File: config.mk
export PLATFORM = sky130hd
export DESIGN_NAME = ps2_gpio_source_flat
export DESIGN_NICKNAME = d
export VERILOG_FILES = /design/src/rtl/ps2_gpio_source_pkg.sv /design/src/rtl/ps2_gpio_source_if.sv /design/src/rtl/ps2_gpio_source_byte_fifo.sv /design/src/rtl/ps2_gpio_source.sv /design/src/flat_wrapper.sv
export SDC_FILE = /design/constraint.sdc
export NUM_CORES = 1
export LEC_CHECK = 0
export BUFFER_PORTS_ARGS = -buffer_cell sky130_fd_sc_hd__buf_2
export CAP_MARGIN = 20
export CORE_MARGIN = 4
export CORE_UTILIZATION = 59
export CTS_CLUSTER_DIAMETER = 60
export CTS_CLUSTER_SIZE = 14
export DETAILED_ROUTE_END_ITERATION = 16
export PLACE_DENSITY = 0.82
export SLEW_MARGIN = 10
export SYNTH_ARGS = -nofsm -noshare
export SYNTH_HDL_FRONTEND = slang
export SYNTH_SLANG_ARGS = --single-unit
File: constraint.sdc
create_clock -name clk -period 4.3 [get_ports clk]
set_clock_uncertainty 0.05 [all_clocks]
set_input_delay 1.29 -clock clk [delete_from_list [all_inputs] [get_ports clk]]
set_output_delay 1.29 -clock clk [all_outputs]
set_load 0.03 [all_outputs]
File: src/rtl/ps2_gpio_source_pkg.sv
// Shared types and constants for the PS/2 scan-code receiver and its GPIO view.
package ps2_gpio_pkg;

  typedef enum logic [1:0] {
    IDLE  = 2'd0,
    SHIFT = 2'd1,
    CHECK = 2'd2
  } rx_state_e;

  localparam int STAT_VALID   = 0;
  localparam int STAT_OVF     = 1;
  localparam int STAT_FERR    = 2;
  localparam int STAT_CNT_LSB = 3;

  localparam int START      = 0;
  localparam int PARITY     = 9;
  localparam int STOP       = 10;
  localparam int FRAME_BITS = 11;

endpackage

File: src/rtl/ps2_gpio_source_if.sv
// Pin bundle between the keyboard/CPU side and the receiver block.
interface ps2_gpio_source_if;
  logic       PS2_CLK;
  logic       PS2_DAT;
  logic [7:0] GPIO_CTRL;
  logic [7:0] GPIO_DATA;
  logic [7:0] GPIO_STAT;

  modport master (output PS2_CLK, PS2_DAT, GPIO_CTRL, input GPIO_DATA, GPIO_STAT);
  modport slave  (input PS2_CLK, PS2_DAT, GPIO_CTRL, output GPIO_DATA, GPIO_STAT);
endinterface

File: src/rtl/ps2_gpio_source_byte_fifo.sv
// Byte FIFO; a pop in the same cycle frees room so a push into a full FIFO is accepted.
module byte_fifo #(
  parameter int DEPTH = 4
) (
  input  logic                     clk,
  input  logic                     rst,
  input  logic                     push_i,
  input  logic [7:0]               data_i,
  input  logic                     pop_i,
  output logic [7:0]               data_o,
  output logic                     full_o,
  output logic                     empty_o,
  output logic [$clog2(DEPTH):0]   count_o
);
  localparam int AW = $clog2(DEPTH);
  localparam int CW = AW + 1;

  logic [7:0]    mem_q [DEPTH];
  logic [AW-1:0] wr_ptr_q, wr_ptr_d, rd_ptr_q, rd_ptr_d;
  logic [CW-1:0] count_q, count_d;
  logic          pop_ok, push_ok;

  assign empty_o = (count_q == '0);
  assign full_o  = (count_q == CW'(DEPTH));
  assign pop_ok  = pop_i & ~empty_o;
  assign push_ok = push_i & (~full_o | pop_ok);

  always_comb begin
    wr_ptr_d = wr_ptr_q;
    rd_ptr_d = rd_ptr_q;
    count_d  = count_q + CW'(push_ok) - CW'(pop_ok);
    if (push_ok) wr_ptr_d = wr_ptr_q + 1'b1;
    if (pop_ok)  rd_ptr_d = rd_ptr_q + 1'b1;
  end

  always_ff @(posedge clk) begin
    if (!rst) begin
      wr_ptr_q <= '0;
      rd_ptr_q <= '0;
      count_q  <= '0;
    end else begin
      wr_ptr_q <= wr_ptr_d;
      rd_ptr_q <= rd_ptr_d;
      count_q  <= count_d;
    end
  end

  always_ff @(posedge clk) begin
    if (push_ok) mem_q[wr_ptr_q] <= data_i;
  end

  assign data_o  = mem_q[rd_ptr_q];
  assign count_o = count_q;
endmodule

File: src/rtl/ps2_gpio_source.sv
// PS/2 keyboard receiver feeding a byte FIFO that the CPU reads through GPIO.
module ps2_gpio_source
  import ps2_gpio_pkg::*;
#(
  parameter int FIFO_DEPTH     = 4,
  parameter int SYNC_STAGES    = 2,
  parameter int TIMEOUT_CYCLES = 50000
) (
  input logic              clk,
  input logic              rst,
  ps2_gpio_source_if.slave bus
);
  localparam int TW = $clog2(TIMEOUT_CYCLES + 1);
  localparam int CW = $clog2(FIFO_DEPTH) + 1;

  logic [SYNC_STAGES-1:0] pclk_sync_q, pdat_sync_q, ack_sync_q, clr_sync_q;
  logic                   pclk_prev_q, ack_prev_q, clr_prev_q;
  logic                   pclk_fall, pdat, ack_rise, clr_rise;
  logic                   unused_ctrl;

  rx_state_e              state_q, state_d;
  logic [FRAME_BITS-1:0]  shift_q, shift_d;
  logic [3:0]             bcnt_q, bcnt_d;
  logic [TW-1:0]          to_cnt_q, to_cnt_d;
  logic                   push_req, frame_bad, timeout, frame_ok;

  logic                   ovf_q, ovf_d, ferr_q, ferr_d;
  logic [7:0]             data_q, stat_q, stat_d;
  logic [7:0]             fifo_head;
  logic                   fifo_full, fifo_empty;
  logic [CW-1:0]          fifo_count;

  assign unused_ctrl = &{1'b0, bus.GPIO_CTRL[7:2]};

  // Sync and edge-history flops reset high so lines idling high give no edge.
  always_ff @(posedge clk) begin
    if (!rst) begin
      pclk_sync_q <= '1;
      pdat_sync_q <= '1;
      ack_sync_q  <= '1;
      clr_sync_q  <= '1;
      pclk_prev_q <= 1'b1;
      ack_prev_q  <= 1'b1;
      clr_prev_q  <= 1'b1;
    end else begin
      pclk_sync_q <= {pclk_sync_q[SYNC_STAGES-2:0], bus.PS2_CLK};
      pdat_sync_q <= {pdat_sync_q[SYNC_STAGES-2:0], bus.PS2_DAT};
      ack_sync_q  <= {ack_sync_q[SYNC_STAGES-2:0], bus.GPIO_CTRL[0]};
      clr_sync_q  <= {clr_sync_q[SYNC_STAGES-2:0], bus.GPIO_CTRL[1]};
      pclk_prev_q <= pclk_sync_q[SYNC_STAGES-1];
      ack_prev_q  <= ack_sync_q[SYNC_STAGES-1];
      clr_prev_q  <= clr_sync_q[SYNC_STAGES-1];
    end
  end

  assign pclk_fall = pclk_prev_q & ~pclk_sync_q[SYNC_STAGES-1];
  assign pdat      = pdat_sync_q[SYNC_STAGES-1];
  assign ack_rise  = ~ack_prev_q & ack_sync_q[SYNC_STAGES-1];
  assign clr_rise  = ~clr_prev_q & clr_sync_q[SYNC_STAGES-1];

  assign frame_ok = ~shift_q[START] & shift_q[STOP] & (^shift_q[PARITY:1]);

  always_comb begin
    state_d   = state_q;
    shift_d   = shift_q;
    bcnt_d    = bcnt_q;
    to_cnt_d  = to_cnt_q;
    push_req  = 1'b0;
    frame_bad = 1'b0;
    timeout   = 1'b0;
    unique case (state_q)
      IDLE: begin
        to_cnt_d = '0;
        if (pclk_fall) begin
          shift_d = {pdat, shift_q[FRAME_BITS-1:1]};
          bcnt_d  = 4'd1;
          state_d = SHIFT;
        end
      end
      SHIFT: begin
        if (pclk_fall) begin
          shift_d  = {pdat, shift_q[FRAME_BITS-1:1]};
          to_cnt_d = '0;
          bcnt_d   = bcnt_q + 4'd1;
          if (bcnt_q == 4'(FRAME_BITS - 1)) state_d = CHECK;
        end else if (to_cnt_q >= TW'(TIMEOUT_CYCLES - 1)) begin
          timeout  = 1'b1;
          to_cnt_d = '0;
          state_d  = IDLE;
        end else begin
          to_cnt_d = to_cnt_q + 1'b1;
        end
      end
      CHECK: begin
        push_req  = frame_ok;
        frame_bad = ~frame_ok;
        bcnt_d    = '0;
        state_d   = IDLE;
      end
      default: state_d = IDLE;
    endcase
  end

  // Set beats clear; a push into a full FIFO only overflows if no pop frees room.
  always_comb begin
    ovf_d  = ovf_q;
    ferr_d = ferr_q;
    if (clr_rise) begin
      ovf_d  = 1'b0;
      ferr_d = 1'b0;
    end
    if (push_req & fifo_full & ~ack_rise) ovf_d  = 1'b1;
    if (frame_bad | timeout)              ferr_d = 1'b1;
  end

  always_comb begin
    stat_d                                   = '0;
    stat_d[STAT_VALID]                       = ~fifo_empty;
    stat_d[STAT_OVF]                         = ovf_q;
    stat_d[STAT_FERR]                        = ferr_q;
    stat_d[STAT_CNT_LSB+2:STAT_CNT_LSB]      = 3'(fifo_count);
  end

  always_ff @(posedge clk) begin
    if (!rst) begin
      state_q  <= IDLE;
      shift_q  <= '0;
      bcnt_q   <= '0;
      to_cnt_q <= '0;
      ovf_q    <= 1'b0;
      ferr_q   <= 1'b0;
      data_q   <= '0;
      stat_q   <= '0;
    end else begin
      state_q  <= state_d;
      shift_q  <= shift_d;
      bcnt_q   <= bcnt_d;
      to_cnt_q <= to_cnt_d;
      ovf_q    <= ovf_d;
      ferr_q   <= ferr_d;
      data_q   <= fifo_empty ? 8'h00 : fifo_head;
      stat_q   <= stat_d;
    end
  end

  byte_fifo #(.DEPTH(FIFO_DEPTH)) u_fifo (
    .clk     (clk),
    .rst     (rst),
    .push_i  (push_req),
    .data_i  (shift_q[8:1]),
    .pop_i   (ack_rise),
    .data_o  (fifo_head),
    .full_o  (fifo_full),
    .empty_o (fifo_empty),
    .count_o (fifo_count)
  );

  assign bus.GPIO_DATA = data_q;
  assign bus.GPIO_STAT = stat_q;
endmodule

File: src/flat_wrapper.sv
// flat-port wrapper written by rule: the top's interface ports become plain ports
module ps2_gpio_source_flat import ps2_gpio_pkg::*;
#(
  parameter int FIFO_DEPTH     = 4,
  parameter int SYNC_STAGES    = 2,
  parameter int TIMEOUT_CYCLES = 50000
)
  (clk, rst, bus_PS2_CLK, bus_PS2_DAT, bus_GPIO_CTRL, bus_GPIO_DATA, bus_GPIO_STAT);
  ps2_gpio_source_if bus_i ();
  input logic clk;
  input logic rst;
  input wire logic [$bits(bus_i.PS2_CLK)-1:0] bus_PS2_CLK;
  input wire logic [$bits(bus_i.PS2_DAT)-1:0] bus_PS2_DAT;
  input wire logic [$bits(bus_i.GPIO_CTRL)-1:0] bus_GPIO_CTRL;
  output wire logic [$bits(bus_i.GPIO_DATA)-1:0] bus_GPIO_DATA;
  output wire logic [$bits(bus_i.GPIO_STAT)-1:0] bus_GPIO_STAT;
  assign bus_i.PS2_CLK = bus_PS2_CLK;
  assign bus_i.PS2_DAT = bus_PS2_DAT;
  assign bus_i.GPIO_CTRL = bus_GPIO_CTRL;
  assign bus_GPIO_DATA = bus_i.GPIO_DATA;
  assign bus_GPIO_STAT = bus_i.GPIO_STAT;
  ps2_gpio_source #(.FIFO_DEPTH(FIFO_DEPTH), .SYNC_STAGES(SYNC_STAGES), .TIMEOUT_CYCLES(TIMEOUT_CYCLES)) u_core (.clk(clk), .rst(rst), .bus(bus_i));
endmodule
; ---- After elaboration in Yosys (flattened, before gate mapping)
; Memory sizes are Yosys's and may differ from the RTL's. A register that Yosys moved wholly into a read port is not among the register bits.
; Cells that the tools add are included.
[classes]
add_sub_neg = 6
order_cmp = 1
n_eq_ne = 8
muxes = 21
bitwise_logic = 20
n_reduce_logical = 12
[ops]
columns = op, count
row1 = 16-bit two-way mux, 2
row2 = 16-bit one-hot mux with 2 select lines, 1
row3 = "16-bit by 1-bit adder with 16-bit output, second input constant", 1
row4 = "16-bit greater-or-equal comparator, second input constant", 1
row5 = 4-bit one-hot mux with 3 select lines, 1
row6 = 1-bit two-way mux, 10
row7 = 1-bit AND, 9
row8 = 1-bit NOT, 9
row9 = 9-bit parity, 1
row10 = 2-bit two-way mux, 4
row11 = 4-bit two-way mux, 2
row12 = 3-bit AND reduction, 2
row13 = 2-bit nonzero test, 3
row14 = "2-bit by 1-bit adder with 2-bit output, second input constant", 2
row15 = "4-bit by 1-bit adder with 4-bit output, second input constant", 1
row16 = "4-bit equality test, second input constant", 1
row17 = "2-bit by 1-bit inequality test with 1-bit output, second input constant", 2
row18 = 2-bit one-hot mux with 2 select lines, 1
row19 = 2-bit OR reduction, 2
row20 = 3-bit by 1-bit adder with 3-bit output, 1
row21 = "3-bit equality test, second input constant", 1
row22 = 3-bit zero test, 1
row23 = "3-bit by 1-bit inequality test with 1-bit output, second input constant", 1
row24 = "3-bit inequality test, second input constant", 1
row25 = other kinds (7), 8
[word_totals]
ff_bits = 61
ram_bits = 32
wordCells = 87
mem_count = 1
[memory_table]
columns = memory, words, word_bits, rd, rd_ports_with_merged_regs, write_ports, line_no
row1 = u_core.u_fifo.mem_q, 4, 8, 1, 1, 1, ps2_gpio_source_byte_fifo.sv:18  ; logic [7:0] mem_q [DEPTH];

; ---- Longest topological paths before layout
; Gate-level depths: netlist of run 1.
[depth]
word_depth = 7
mapped_depth = 12
mapped_depth_nobuf = 11

; ---- Hierarchy
; Synthesis of run 1 repeated with hierarchy kept, for this count alone.
[unflattened]
hier_cells = 339
area_unflattened_um2 = 4025.1
[by_module_without_submodules]
columns = module, instances, cells_each, area_per_inst_um2, seq_area_each_um2
row1 = ps2_gpio_source, 1, 250, 2394.8, 1201.2
row2 = byte_fifo, 1, 89, 1630.3, 1141.1

; ---- Worst setup path after synthesis of run 1
; OpenSTA, ideal clock, no wires.
[synth_timing]
kind = flip-flop to flip-flop
from = register u_core.shift_q[5]
to = register u_core.u_fifo.count_q[2], in the netlist u_core.u_fifo.count_o[2]
setup_ns = 0.128
t_arrival_ns = 2.531
path_slack_ns = 1.592
stages_incl_launch_ff = 13
path_buffers = 1
path_cell_list = dfxtp_1 -> xor2_1 -> xnor3_1 -> mux2i_1 -> and3_1 -> buf_2 -> inv_1 -> ha_1 -> inv_1 -> ha_1 -> fa_1 -> xnor2_1 -> nor2_1
[synth_between]
elab_chain_len = 6
[synth_lines]
columns = element, line_no
row1 = start: declaration, ps2_gpio_source.sv:22  ; logic [FRAME_BITS-1:0] shift_q, shift_d;
row2 = start signal: assignment, ps2_gpio_source.sv:136  ; shift_q <= shift_d;
row3 = 9-bit parity, ps2_gpio_source.sv:61  ; assign frame_ok = ~shift_q[START] & shift_q[STOP] & (^shift_q[PARITY:1]);
row4 = 1-bit AND, ps2_gpio_source.sv:61
row5 = 1-bit two-way mux, ps2_gpio_source.sv:71  ; unique case (state_q)
row6 = 1-bit AND, ps2_gpio_source_byte_fifo.sv:26  ; assign push_ok = push_i & (~full_o | pop_ok);
row7 = 3-bit by 1-bit adder with 3-bit output, ps2_gpio_source_byte_fifo.sv:31  ; count_d = count_q + CW'(push_ok) - CW'(pop_ok);
row8 = 3-bit by 1-bit subtractor with 3-bit output, ps2_gpio_source_byte_fifo.sv:31
row9 = end signal: assignment, ps2_gpio_source_byte_fifo.sv:44  ; count_q <= count_d;
row10 = end: declaration, ps2_gpio_source_byte_fifo.sv:20  ; logic [CW-1:0] count_q, count_d;
; No other way between the ends.
; A chain may end at the register's enable or synchronous reset.

; ---- Final worst setup path of run 1
; Ends and elaborated chain as after synthesis.

==> results.md, run 1 <==
- Yosys warns: 0
- Mapped Cells: 357
- DRC: 0
- Post-synth top cells: 67 x dfxtp_1, 41 x nand2_1, 32 x edfxtp_1
- Flop pwr share: 62.2%
- Max FO, Critical Path: 7
- Dpl hpwl: 4.54 mm
- Reg clk slew, reported paths: 90 ps
- Net Sw Power: 0.364 mW
- Status: finished clean
- Via Count: 2543
- Worst Path Required: 4460 ps
- Post-cts sizing count: 0
- Clock root buffer master: clkbuf_8
- Vias in the first global route: 2446
- Post-synthesis sequential area ratio: 57.5%
- Total GRT Usage: 17.5%
- Antenna violations before repair: 0
- Pwr Total: 1.56 mW
- Unrepaired setup endpoints after global routing: false
- Routed Wire Length: 6.59 mm
- Peak supply drop: 192 µV
- Endpoint class of the critical path: flip-flop
- Setup-failing EPs final: 0
- Drt initial violations: 175
- DIE WIDTH: 90.4 µm
- Max Root-Sink Buffers: 2
- Total I/O pin count: 28
- Switch share: 23.3%
- Critical path startpoint category: flip-flop
- Cell taking the most area after synthesis: dfxtp_1
- Cts bufs inserted: 9
- Leakage power: 1.57 nW
- Crit path DAT: 3260 ps
- Top-count cell post-synth: dfxtp_1
- Max-cap violation count: 0
- Setup TNS: 0 ps
- Power per cell area: 363 nW/µm²
- Ant diodes: 0
- Area of the mapped netlist: 4010 µm²
- Initial core utilization: 62.0%
- Core Box Area: 6460 µm²
- H-tree depth: 3
- Min-Delay Path Class: flip-flop to flip-flop
- FMAX: 323 MHz
- Wirelength per Cell: 14.5 µm
- Synth Flop Type: dfxtp_1
- Final hold violation count: 0
- Largest net degree at the start of global routing: 32
- PortBufs: 19
- Fin nets: 397
- Die Span Y: 90.4 µm
- Final critical-path required period: 3100 ps
- Area delta synth->final: 7.12%
- FF+latch count, synth: 99
- Sink Count: 99
- Reg2Reg Setup Slack: 1200 ps
- Drt pass-1 iters: 4
- Synth cell types: 47
- Normalized max-slew margin: 34.8%
- Routed vias/inst: 5.60
- Dpl ws: 1220 ps
- Cell Area, Placed: 4120 µm²
- TritonCTS clock tree: yes
- First-pass GRT wire length: 11.5 mm
- Cell row count: 29
- Portion of total power attributed to the clock network: 33.1%
- Slew at the pin closest to its max-slew limit: 977 ps
- Layout cells sized above 1: 12.2%
- Syn avg cell area: 11.2 µm²
- Post-DRT Antenna Nets: 0
- Post-CTS setup repair buffer count: 0
- Die ar.: 8170 µm²
- GPL Wtd Cong: 0.859
- Crit Path Class: flip-flop to flip-flop
- Final hold slack: 361 ps
- Async set-reset flop share out of synthesis: 0%
- Combinational share of power: 4.7%
- Setup WS post-layout: 1200 ps
- Grt total ovfl: 0
- Area fraction of the dominant cell type after synthesis: 33.5%
- Top cells by area, synth: dfxtp_1 33%, edfxtp_1 24%, mux4_2 4.5%, nand2_1 3.8%, ha_1 3.7%
- Clock Latency Late Sink: 360 ps
- Post-synth EDFFs: 32
- Hold Buf Count CTS: 0
- P_int: 1.20 mW
- Max-slew violations: 0
- Final worst-path cycle share: 72.0%
- Fin area: 4290 µm²
-- cell type report --
type                            instances  area [µm²]
Multi-Input combinational cell        230        1580
Clock inverter                          6        41.3
Tap cell                               77        96.3
Sequential cell                        99        2300
Fill cell                             498        2170
Timing Repair Buffer                   19        95.1
Inverter                               13        48.8
Clock buffer                           10         128
-- per-layer routing --
metal	up-vias	track usage [%]	wire (µm)
met1	1212	20.4	2850
met2	43	31.2	3390
met4	0	5.74	91
met5	-	0	0
met3	10	4.50	251
li1	1278	-	-
-- worst max-delay path, cell delays in order, from the launching register on --
cell     delay, ps
dfxtp_1        460
xor2_1         190
xnor3_1        460
mux2i_1        290
and3_1         350
inv_1           70
ha_1           270
inv_1           30
ha_1           180
fa_1           380
xnor2_1        160
nor2_1          50
-- cells in the final DEF (no fill, tap or decap), types with 4 or more instances in the layout --
| cell type | n |
|---|---|
| dfxtp_1 | 67 |
| nand2_1 | 41 |
| edfxtp_1 | 32 |
| nor2_1 | 23 |
| a21oi_1 | 22 |
| buf_2 | 19 |
| nand2b_1 | 16 |
| nand3_1 | 14 |
| inv_1 | 13 |
| ha_1 | 12 |
| nor2b_1 | 11 |
| and2_1 | 10 |
| clkbuf_8 | 9 |
| mux4_2 | 8 |
| nor3_1 | 7 |
| xor2_1 | 7 |
| o21ai_0 | 6 |
| xnor2_1 | 5 |
| mux2i_1 | 5 |
| o211a_1 | 4 |
-- power by group through the flow --
stage                     clock network, mW  registers (mW)  logic, mW
after floorplan                           0           0.991     0.0598
after global placement                    0           0.992     0.0713
after detailed placement                  0           0.992     0.0729
after CTS                             0.532           0.970     0.0731
after global routing                  0.572           0.972     0.0837
final                                 0.516           0.970     0.0730
-- sequential cells by signal, indices dropped and copies added, names as in the netlist --
name / flops
u_core.u_fifo.rd_ptr_q: 2
u_core.to_cnt_q: 16
u_core.bcnt_q: 4
u_core.ack_prev_q: 1
u_core.ferr_q: 1
u_core.bus.GPIO_STAT: 6
u_core.state_q: 2
u_core.ovf_q: 1
u_core.ack_sync_q: 2
u_core.pdat_sync_q: 2
u_core.u_fifo.count_o: 3
u_core.shift_q: 11
u_core.pclk_prev_q: 1
u_core.u_fifo.wr_ptr_q: 2
u_core.pclk_sync_q: 2
u_core.bus.GPIO_DATA: 8
u_core.u_fifo.mem_q: 32
u_core.clr_prev_q: 1
u_core.clr_sync_q: 2
-- worst paths after layout --
kind	from	endpoint	cells past startpoint
min	u_core.clr_sync_q[0]$_SDFF_PN1_	u_core.clr_sync_q[1]$_SDFF_PN1_	1
max	u_core.shift_q[5]$_SDFFE_PN0P_	u_core.u_fifo.count_o[2]$_SDFF_PN0_	11
max reg2reg	u_core.shift_q[5]$_SDFFE_PN0P_	u_core.u_fifo.count_o[2]$_SDFF_PN0_	11
min reg2reg	u_core.clr_sync_q[0]$_SDFF_PN1_	u_core.clr_sync_q[1]$_SDFF_PN1_	1
-- logic make-up (layout without fill, tap and decap cells) --
family	Yosys count	in the layout	synth area share, %
adders and majority gates	13	13	4.25
xor gates and xnor gates	14	14	3.75
DFF	99	99	57.5
other	1	2	0.0936
buffers and inverters	29	48	3.19
muxes	13	13	5.75
AOI/OAI and AO/OA	51	51	8.53
and+or+nand+nor	137	137	17.0
-- per-stage QoR --
stage               utilization, %  cells
CTS                           66.4    454
global placement              63.8    438
floorplan                        -    358
detailed placement            63.8    438
global route                  66.4    454
finish                        66.4    454
Note: power is estimated with default switching activity, not from simulation.
==> inputs of run 2 (changes only) <==
Settings changed: CORE_UTILIZATION 59 to 53, PLACE_DENSITY 0.82 to 0.78.
Clock period 4.3 ns to 2.7 ns, I/O delays scaled along.
==> results.md, run 2 (synthesized netlist as in run 1, its figures left out) <==
- Unrepaired setup endpoints after global routing: true
- Finished Layout Cells: 490 (+7.9%)
- Drt pass-1 iters: 4 (unchanged)
- Dpl ws: 11.7 ps (-1200 ps)
- Sink Count: 99 (unchanged)
- Crit path DAT: 2900 ps (-360 ps)
- Drt initial violations: 85 (-51%)
- Antenna violations before repair: 0 (unchanged)
- Routed Wire Length: 6.70 mm (+1.6%)
- Commonest non-fill, non-tap cell in the layout: dfxtp_1
- Layout cells sized above 1: 18.9% (+6.7 points)
- Peak supply drop: 336 µV (+74%)
- Largest Register: u_core.u_fifo.mem_q
- Fin area: 4500 µm² (+4.8%)
- Core Box Area: 7290 µm² (+13%)
- Max-slew violations: 0 (unchanged)
- Cell Area, Placed: 4240 µm² (+2.7%)
- Status: finished with violations
- Final hold slack: 362 ps (+1.59 ps)
- Total GRT Usage: 15.9% (-1.6 points)
- Final design utilization: 61.7% (-4.7 points)
- Leakage power: 1.63 nW (+4.3%)
- Clock Latency Late Sink: 350 ps (about the same)
- Failing checks: setup timing
- Normalized max-slew margin: 52.3% (+17 points)
- Initial core utilization: 54.9% (-7.1 points)
- Pwr Total: 2.51 mW (+61%)
- Area delta synth->final: 12.3%
- Cts bufs inserted: 9 (unchanged)
- DRC: 0 (unchanged)
- Setup-failing EPs final: 1 (+1)
- Die ar.: 9010 µm² (+10%)
- Die Span Y: 94.9 µm (+5.0%)
- Reg2Reg Setup Slack: -10 ps (-1210 ps)
- Fin nets: 411 (+3.5%)
- GPL Wtd Cong: 0.816 (-5.1%)
- Worst Path Required: 2890 ps (-1570 ps)
- Ant diodes: 0 (unchanged)
- Power per cell area: 559 nW/µm² (+54%)
- Setup WS post-layout: -9.70 ps (-1210 ps)
- Max FO, Critical Path: 6 (-1)
- Top Registers: u_core.u_fifo.mem_q (32), u_core.to_cnt_q (16), u_core.shift_q (11)
- Max FFs per register: 32 (unchanged)
- Routed vias/inst: 5.35 (-4.4%)
- Max Root-Sink Buffers: 2 (unchanged)
- Final worst-path cycle share: 100% (+28 points)
- Setup TNS: -9.70 ps (-9.70 ps)
- Placed cell count: 471 (+7.5%)
- Largest net degree at the start of global routing: 32 (unchanged)
- H-tree depth: 3 (unchanged)
- FMAX: 369 MHz (+14%)
- Grt total ovfl: 0 (unchanged)
- Cell row count: 31 (+6.9%)
- Dpl hpwl: 4.59 mm (+1.2%)
- Final hold violation count: 0 (unchanged)
- Critical path startpoint category: flip-flop
- TritonCTS clock tree: yes
- DIE WIDTH: 94.9 µm (+5.0%)
- Post-DRT Antenna Nets: 0 (unchanged)
- PortBufs: 19 (unchanged)
- Reg clk slew, reported paths: 90 ps (about the same)
- Max-cap violation count: 0 (unchanged)
- Crit Path Class: flip-flop to flip-flop
- Wirelength per Cell: 13.7 µm (-5.8%)
- First-pass GRT wire length: 11.2 mm (-2.3%)
- Hold Buf Count CTS: 0 (unchanged)
- Slew at the pin closest to its max-slew limit: 713 ps (-264 ps)
- Min-Delay Path Class: flip-flop to flip-flop
- Total I/O pin count: 28 (unchanged)
- Endpoint class of the critical path: flip-flop
- Most frequent cells in the layout: 63 x dfxtp_1, 41 x nand2_1, 32 x edfxtp_1
- Vias in the first global route: 2478 (+1.3%)
- Via Count: 2623 (+3.1%)
- Final critical-path required period: 2710 ps (-388 ps)
- Clock root buffer master: clkbuf_8
-- run 2: changes by cell type in the layout (fill, tap and decap cells not counted), sizes merged --
cell      previous run  this run
buf                 19        33
clkinv               2         0
clkinvlp             3         4
inv                 14        15
-- run 2: critical path, cell delays in order (launching register included) --
cell and delay, ps:
dfxtp_4 380, xnor2_2 160, xnor3_1 440, mux2i_2 260
and3_4 250, inv_4 40, ha_4 250, inv_2 40
ha_4 150, fa_2 370, xnor2_2 170, nor2_1 60
-- run 2: repair_timing --
action                     in CTS  in global routing
setup endpoints to repair       1                  2
cloned                          0                  0
setup buffers                   0                  3
pin swaps                       1                  7
resized for setup               0                 16
-- run 2: layout make-up --
| type | instances | area, µm² |
|---|---|---|
| Fill cell | 610 | 2790 |
| Sequential cell | 99 | 2310 |
| Multi-Input combinational cell | 230 | 1630 |
| Timing Repair Buffer | 33 | 200 |
| Clock buffer | 10 | 128 |
| Tap cell | 99 | 124 |
| Inverter | 13 | 51.3 |
| Clock inverter | 6 | 50.0 |
-- run 2: worst paths after layout --
kind                                                 startpoint                                  end  cells after the start
worst max-delay path             u_core.shift_q[7]$_SDFFE_PN0P_  u_core.u_fifo.count_o[2]$_SDFF_PN0_                     11
worst min-delay path            u_core.ack_sync_q[0]$_SDFF_PN1_      u_core.ack_sync_q[1]$_SDFF_PN1_                      1
worst max register to register   u_core.shift_q[7]$_SDFFE_PN0P_  u_core.u_fifo.count_o[2]$_SDFF_PN0_                     11
worst min register to register  u_core.ack_sync_q[0]$_SDFF_PN1_      u_core.ack_sync_q[1]$_SDFF_PN1_                      1
-- run 2: report_power, final --
group          leakage, nW  switching [mW]  internal, mW
registers            0.841         0.00785          1.54
logic                0.714          0.0868        0.0372
clock network       0.0771           0.503         0.345
total                 1.63           0.598          1.92
-- run 2: metal layers --
layer / routed length, µm / global-route usage [%]
met5: 0 / 0
met2: 3500 / 27.2
met3: 220 / 3.59
met1: 2920 / 19.8
met4: 58 / 5.53
==> inputs of run 3 (changes only) <==
==> constraint.sdc (replaced) <==
create_clock -name clk -period 2.7 [get_ports clk]
set_clock_uncertainty 0.05 [all_clocks]
set_input_delay 0 -clock clk [delete_from_list [all_inputs] [get_ports clk]]
set_output_delay 0 -clock clk [all_outputs]
set_load 0.03 [all_outputs]
==> results.md, run 3 (synthesized netlist as in run 1, its figures left out) <==
- Status: finished clean
- Min-Delay Path Class: flip-flop to flip-flop
- Unrepaired setup endpoints after global routing: true
- Met3 routed WL: 235 µm (+6.8%)
- Drt pass-1 iters: 4 (unchanged)
- Initial core utilization: 54.9% (unchanged)
- Grt total ovfl: 0 (unchanged)
- Die Span Y: 94.9 µm (unchanged)
- Reg2Reg Setup Slack: 70 ps (+80 ps)
- FMAX: 380 MHz (+2.9%)
- Max-cap violation count: 0 (unchanged)
- TritonCTS clock tree: yes
- Cell row count: 31 (unchanged)
- Top Registers: u_core.u_fifo.mem_q (32), u_core.to_cnt_q (16), u_core.shift_q (11)
- Total I/O pin count: 28 (unchanged)
- DIE WIDTH: 94.9 µm (unchanged)
- Layout cells sized above 1: 16.5% (-2.4 points)
- Die ar.: 9010 µm² (unchanged)
- Final worst-path cycle share: 97.6% (-2.8 points)
- Slew at the pin closest to its max-slew limit: 1000 ps (+290 ps)
- Critical path startpoint category: flip-flop
- First-pass GRT wire length: 11.7 mm (+4.7%)
- Largest net degree at the start of global routing: 32 (unchanged)
- Placed cell count: 468 (-0.64%)
- GPL Wtd Cong: 0.848 (+3.9%)
- Crit Path Class: flip-flop to flip-flop
- Antenna violations before repair: 0 (unchanged)
- Final hold violation count: 0 (unchanged)
- Max-slew violations: 0 (unchanged)
- Fin nets: 420 (+2.2%)
- Dpl hpwl: 4.74 mm (+3.2%)
- Sink Count: 99 (unchanged)
- Commonest non-fill, non-tap cell in the layout: dfxtp_1
- Power per cell area: 569 nW/µm² (+1.8%)
- Max Root-Sink Buffers: 2 (unchanged)
- Wire length on met2: 3.68 mm (+5.3%)
- Worst Path Required: 2860 ps (-30 ps)
- Normalized max-slew margin: 33.0% (-19 points)
- PortBufs: 19 (unchanged)
- Clock Latency Late Sink: 350 ps (about the same)
- Core Box Area: 7290 µm² (unchanged)
- Endpoint class of the critical path: flip-flop
- Ant diodes: 0 (unchanged)
- Largest Register: u_core.u_fifo.mem_q
- Crit path DAT: 2800 ps (-100 ps)
- Finished Layout Cells: 499 (+1.8%)
- Routed vias/inst: 5.26 (-1.7%)
- Setup-failing EPs final: 0 (-1)
- Final critical-path required period: 2630 ps (-75.6 ps)
- Most frequent cells in the layout: 63 x dfxtp_1, 41 x nand2_1, 32 x edfxtp_1
- Reg clk slew, reported paths: 90 ps (about the same)
- Clock root buffer master: clkbuf_8
- Routed Wire Length: 6.97 mm (+4.1%)
- Final design utilization: 62.6% (+0.88 points)
- Leakage power: 1.69 nW (+3.5%)
- Vias in the first global route: 2531 (+2.1%)
- Area delta synth->final: 13.9%
- Total GRT Usage: 17.0% (+1.0 points)
- H-tree depth: 3 (unchanged)
- Max FFs per register: 32 (unchanged)
- Cts bufs inserted: 9 (unchanged)
- Via Count: 2627 (+0.15%)
- Drt initial violations: 144 (+69%)
- DR top layer: met4
- Setup TNS: 0 ps (+9.70 ps)
- Pwr Total: 2.60 mW (+3.3%)
- DRC: 0 (unchanged)
- M1 WL: 2.99 mm (+2.4%)
- Wirelength per Cell: 14.0 µm (+2.2%)
- Peak supply drop: 307 µV (-8.5%)
- Max FO, Critical Path: 4 (-2)
- Post-DRT Antenna Nets: 0 (unchanged)
run 3: area by class of cell:
cell class / instances / area [µm²]
repair buffers: 42 / 290
fillers: 587 / 2730
inverters: 13 / 48.8
well taps: 99 / 124
flip-flops and latches: 99 / 2310
clock buffers: 11 / 131
multi-input cells: 230 / 1590
clock inverters: 5 / 61.3
run 3: report_power, final:
| part | internal, mW | switching [mW] | leakage (nW) |
|---|---|---|---|
| Sequential | 1.53 | 0.00804 | 0.842 |
| Clock | 0.435 | 0.490 | 0.0979 |
| Combinational | 0.0435 | 0.0866 | 0.751 |
| Total | 2.01 | 0.585 | 1.69 |
run 3: layer usage:
layer | up-vias | global-route usage, %
li1 | 1318 | -
met1 | 1261 | 19.8
met3 | 6 | 3.82
met5 | - | 0
met2 | 42 | 30.2
met4 | 0 | 6.37
run 3: worst paths after layout:
path,from,end,cells past startpoint
max,u_core.shift_q[7]$_SDFFE_PN0P_,u_core.u_fifo.count_o[2]$_SDFF_PN0_,11
min,u_core.clr_sync_q[0]$_SDFF_PN1_,u_core.clr_sync_q[1]$_SDFF_PN1_,1
min reg2reg,u_core.clr_sync_q[0]$_SDFF_PN1_,u_core.clr_sync_q[1]$_SDFF_PN1_,1
max reg2reg,u_core.shift_q[7]$_SDFFE_PN0P_,u_core.u_fifo.count_o[2]$_SDFF_PN0_,11
run 3: through the flow:
stage | worst slack (ps) | hold WS [ps] | cell area (µm²)
global route | -56.3 | 379 | 4560
floorplan | 32.6 | 51.5 | 4010
global placement | 99.2 | 129 | 4210
finish | 65.9 | 360 | 4560
detailed placement | -23.4 | 135 | 4210
CTS | 5.28 | 361 | 4510
run 3: worst max-delay path, stage by stage (launching register included):
cell	delay, ps
dfxtp_4	370
xnor2_2	160
xnor3_1	430
mux2i_1	200
and3_1	210
inv_1	50
ha_1	260
inv_1	40
ha_2	160
fa_2	340
xnor2_1	170
nor2_1	50
run 3: timing repair:
action,4_1_cts,5_1_grt
pin swaps,0,4
endpoints found under the hold margin,11,0
hold buffers,9,0
buffers inserted,1,5
endpoints found under the setup margin,1,2
gates resized for setup,1,7
